`src/rtl/mux_ctrl_pkg.sv`:
```
// Shared types and constants for the mux select round-robin arbiter.
package mux_ctrl_pkg;

  localparam int N_LINES = 8;
  localparam int SEL_W   = 3;

  typedef enum logic [1:0] {
    ARB_IDLE  = 2'd0,
    ARB_GRANT = 2'd1,
    ARB_GAP   = 2'd2
  } arb_state_t;

  typedef logic [SEL_W-1:0] sel_t;

endpackage

```
`src/rtl/rr_pick8.sv`:
```
// Combinational round-robin picker: the first set request at or after ptr,
// wrapping modulo 8.
module rr_pick8
  import mux_ctrl_pkg::*;
(
  input  logic [N_LINES-1:0] req,
  input  sel_t               ptr,
  output logic               found,
  output sel_t               idx
);

  logic [2*N_LINES-1:0] dbl;
  logic [N_LINES-1:0]   rot;
  sel_t                 enc;

  // Rotate so that bit ptr lands at position 0, find the lowest set bit,
  // then undo the rotation by adding ptr back (3-bit wrap).
  always_comb begin
    dbl = {req, req} >> ptr;
    rot = dbl[N_LINES-1:0];
    enc = '0;
    for (int i = N_LINES - 1; i >= 0; i--) begin
      if (rot[i]) enc = sel_t'(i);
    end
    found = |req;
    idx   = enc + ptr;
  end

endmodule

```
`src/rtl/mux_select_rr_arbiter.sv`:
```
// Round-robin arbiter driving the select port of an 8:1 mux. One requester
// owns the mux for a burst of at most MAX_HOLD cycles, then priority rotates
// past it and GAP_CYCLES dead cycles follow before the next arbitration.
//
// Handshake: req[i] is a level request. A grant is issued from IDLE only;
// while granted, dropping req[idx] releases the mux at the next edge.
// Other requests are not looked at until the block is back in IDLE.
module mux_select_rr_arbiter
  import mux_ctrl_pkg::*;
#(
  parameter int MAX_HOLD   = 4,
  parameter int GAP_CYCLES = 1
) (
  input  logic               clk,
  input  logic               reset,
  input  logic [N_LINES-1:0] req,
  output logic [SEL_W-1:0]   select_lines,
  output logic [N_LINES-1:0] grant,
  output logic               busy,
  output logic [1:0]         state_dbg
);

  localparam logic [3:0] HOLD_LAST = 4'(MAX_HOLD - 1);
  localparam logic [1:0] GAP_LAST  = 2'(GAP_CYCLES - 1);

  arb_state_t state;
  sel_t       ptr;
  logic [3:0] hold_cnt;
  logic [1:0] gap_cnt;
  logic       pick_found;
  sel_t       pick_idx;
  logic       release_now;

  rr_pick8 u_pick (
    .req   (req),
    .ptr   (ptr),
    .found (pick_found),
    .idx   (pick_idx)
  );

  // select_lines doubles as the current owner index while granted.
  assign release_now = !req[select_lines] || (hold_cnt == HOLD_LAST);
  assign state_dbg   = state;

  // Arbitration FSM with registered outputs; reset overrides everything.
  always_ff @(posedge clk) begin
    if (reset) begin
      state        <= ARB_IDLE;
      grant        <= '0;
      select_lines <= '0;
      busy         <= 1'b0;
      ptr          <= '0;
      hold_cnt     <= '0;
      gap_cnt      <= '0;
    end else begin
      case (state)
        ARB_IDLE: begin
          if (pick_found) begin
            grant        <= N_LINES'(1) << pick_idx;
            select_lines <= pick_idx;
            busy         <= 1'b1;
            hold_cnt     <= '0;
            state        <= ARB_GRANT;
          end
        end
        ARB_GRANT: begin
          if (release_now) begin
            // A request drop coinciding with hold expiry is one release.
            grant    <= '0;
            busy     <= 1'b0;
            ptr      <= select_lines + 3'd1;
            hold_cnt <= '0;
            gap_cnt  <= '0;
            state    <= (GAP_CYCLES > 0) ? ARB_GAP : ARB_IDLE;
          end else begin
            hold_cnt <= hold_cnt + 4'd1;
          end
        end
        ARB_GAP: begin
          if (gap_cnt == GAP_LAST) begin
            gap_cnt <= '0;
            state   <= ARB_IDLE;
          end else begin
            gap_cnt <= gap_cnt + 2'd1;
          end
        end
        default: begin
          state <= ARB_IDLE;
          grant <= '0;
          busy  <= 1'b0;
        end
      endcase
    end
  end

endmodule
```
`config.mk`:
```
export PLATFORM = sky130hd
export DESIGN_NAME = mux_select_rr_arbiter
export DESIGN_NICKNAME = d
export VERILOG_FILES = /design/src/rtl/mux_ctrl_pkg.sv /design/src/rtl/rr_pick8.sv /design/src/rtl/mux_select_rr_arbiter.sv
export SDC_FILE = /design/constraint.sdc
export NUM_CORES = 1
export LEC_CHECK = 0
export ABC_AREA = 1
export ABC_CLOCK_PERIOD_IN_PS = 3800
export CORE_ASPECT_RATIO = 1.4
export CORE_MARGIN = 1.5
export CORE_UTILIZATION = 45
export CTS_BUF_LIST = sky130_fd_sc_hd__clkbuf_16
export CTS_CLUSTER_DIAMETER = 40
export DETAILED_ROUTE_END_ITERATION = 12
export PLACE_DENSITY_LB_ADDON = 0.1
export SETUP_SLACK_MARGIN = 0.02
export SLEW_MARGIN = 15
export SYNTH_ARGS = -nofsm -noshare
export SYNTH_HDL_FRONTEND = slang
export SYNTH_SLANG_ARGS = --single-unit
```
`constraint.sdc`:
```
create_clock -name clk -period 3.8 [get_ports clk]
set_clock_uncertainty 0.05 [all_clocks]
set_input_delay 0.38 -clock clk [delete_from_list [all_inputs] [get_ports clk]]
set_output_delay 0.38 -clock clk [all_outputs]
set_load 0.05 [all_outputs]
```
==> impl_metrics.ini <==
[die]
start_util_pct = 46.78
ios = 24
std_cell_rows = 26
core_um2 = 3611
die-area_um2 = 4135
die_x_um = 54.78
fp.dieH_um = 75.49

[yosys]
ys_seq_area_share_pct = 27.26
netlist_area_um2 = 1689
syn-instance-count = 238
ys_warn_count = 0
avgSynthCellArea_um2 = 7.097
async_flop_share_pct = 0
synth_edf_count = 0
synth.net_count = 254
ys.flop_type = dfxtp_1
synth_cell_types = 30
ys_seq_elements = 23

[clocking]
cts_tree = yes
clkTransAtPathRegs_ns = 0.06
cts_resized = 0
htree_levels = 1
clock_latency_ns = 0.25
root_buffer = clkbuf_16
clock-sinks = 23
post_cts_buffers = 0
numCtsBuffers = 3
ctsHoldBuffers = 0
cts_buffer_depth = 2

[setup_path]
critPathLaunchType = flip-flop
worstPathRequired_ns = 3.86
endpoint_kind = flip-flop
critical_path_class = reg -> reg
critPathArrivalTime_ns = 3.20
path_max_fanout = 10

[place]
post-dp-hpwl_mm = 2.922
io_buffers = 23
routabilityCongestion = 0.7643
place_ws_ns = 0.4707

[grt]
grt_overflow = 0
antenna_found_initial = 0
gr-usage-all-layers_pct = 19.86
grt_pass1_vias = 1506
grt_max_degree = 19
grt_pass1_wl_mm = 6.127

[route]
ant_nets = 0
via_per_inst = 5.159
routed_wl_mm = 3.627
drc = 0
wire_per_inst_um = 12.01
dr.first_iter.drc_count = 26
firstDrtPassIters = 4
num_vias = 1558

[final_layout]
n_antenna_cell = 0
final_core_util_pct = 55.79
area_delta_synth_final_pct = 19.26
layout.nets = 277
drive_gt1_share_pct = 19.23

[min_path]
hold_class = reg -> reg

[timing]
rsz0062_at_grt = no
finalSetupTns_ns = 0
maxSlewHeadroom_pct = 53.87
final-setup-viol-count = 0
fin_crit_ns = 3.139
hold_viol = 0
fmax_mhz = 318.5
max_slew.worst_pin.slew_ns = 0.6898
post-route-period-util_pct = 82.61
finalWorstSetupSlack_ns = 0.6607
maxSlewViolCount = 0

[power]
p_leak_nw = 0.8515
powerDensity_nw_per_um2 = 803.3
peakVddDrop_v = 0.0005050

[job]
drv_cap = 0

[outcome]
status = finished clean
==> layout make-up <==
| cell class | count | area [µm²] |
|---|---|---|
| Clock buffer | 3 | 75.07 |
| Clock inverter | 1 | 5.005 |
| Fill cell | 357 | 1597 |
| Inverter | 23 | 96.34 |
| Multi-Input combinational cell | 187 | 1095 |
| Sequential cell | 23 | 460.4 |
| Tap cell | 42 | 52.55 |
| Timing Repair Buffer | 23 | 230.2 |
==> stage by stage <==
step / instance area, µm² / power, mW / instances / hold slack [ns]
after global routing: 2014 / 1.766 / 302 / 0.4326
after CTS: 2014 / 1.637 / 302 / 0.4159
after floorplan: 1689 / 1.187 / 238 / 0.4064
after detailed placement: 1934 / 1.402 / 298 / 0.4067
final: 2014 / 1.618 / 302 / 0.4137
after global placement: 1934 / 1.402 / 298 / 0.4030
==> report_power, final <==
group | switching, mW | internal (mW)
Clock | 0.0831 | 0.141
Combinational | 0.668 | 0.339
Sequential | 0.0859 | 0.300
==> routing by layer <==
layer  vias up  track usage (%)  wire length [µm]
met5         -                0                 0
met2        24            37.70              1934
met3         6            1.765                71
met1       710            21.83              1561
li1        818                -                 -
met4         0            7.500                59
==> registers in the layout (all words and copies together) (netlist names) <==
| register | count |
|---|---|
| gap_cnt | 2 |
| select_lines | 3 |
| hold_cnt | 4 |
| ptr | 3 |
| state_dbg | 2 |
| busy | 1 |
| grant | 8 |
==> cells by family after synthesis <==
logic type	after synthesis	share of synthesized area (%)
buf+inv	28	7.926
fa+ha+maj	6	4.889
compound gates	37	12.30
simple gates	140	45.56
flops	23	27.26
xor+xnor	4	2.074
==> synthesized netlist by cell type (4+ instances only) <==
master	instances	area [µm²]
nand3_1	22	110.1
nand2_2	11	68.82
xor2_1	4	35.03
a21oi_1	20	100.1
ha_1	5	62.56
nand2_4	9	101.4
inv_1	19	71.32
nand3_2	13	130.1
o21ai_0	9	45.04
nand2_1	64	240.2
nor2_1	12	45.04
a21oi_2	4	35.03
dfxtp_1	23	460.4
==> cell usage in the layout, fill, tap and decap left out, types with 5 or more instances in the layout <==
master,instances
a21oi_1,20
clkdlybuf4s50_1,23
dfxtp_1,23
ha_1,5
inv_1,19
nand2_1,64
nand2_2,11
nand2_4,9
nand3_1,22
nand3_2,13
nor2_1,12
o21ai_0,9
==> path summary, 6_finish.rpt <==
| path | startpoint | to | slack [ns] | depth (start not counted) |
|---|---|---|---|---|
| hold / removal | grant[5] | grant[5] | 0.41 | 2 |
| setup reg to reg | ptr[0] | grant[3] | 0.66 | 19 |
| hold reg to reg | grant[5] | grant[5] | 0.41 | 2 |
| setup / recovery | ptr[0] | grant[3] | 0.66 | 19 |
==> critical path: stages (launching register included) <==
cell,delay [ns]
dfxtp_1,0.65
inv_8,0.14
nand2_4,0.11
nand3_2,0.07
nand3_1,0.12
nand2_2,0.09
a21oi_1,0.12
o21bai_1,0.07
nand2_1,0.05
nand2_1,0.04
a21boi_0,0.19
ha_1,0.18
inv_1,0.05
fa_1,0.36
xor2_1,0.27
inv_1,0.12
nand3_4,0.13
nand2_4,0.08
nand2_2,0.07
a21oi_2,0.04
Note: power is estimated with default switching activity, not from simulation.
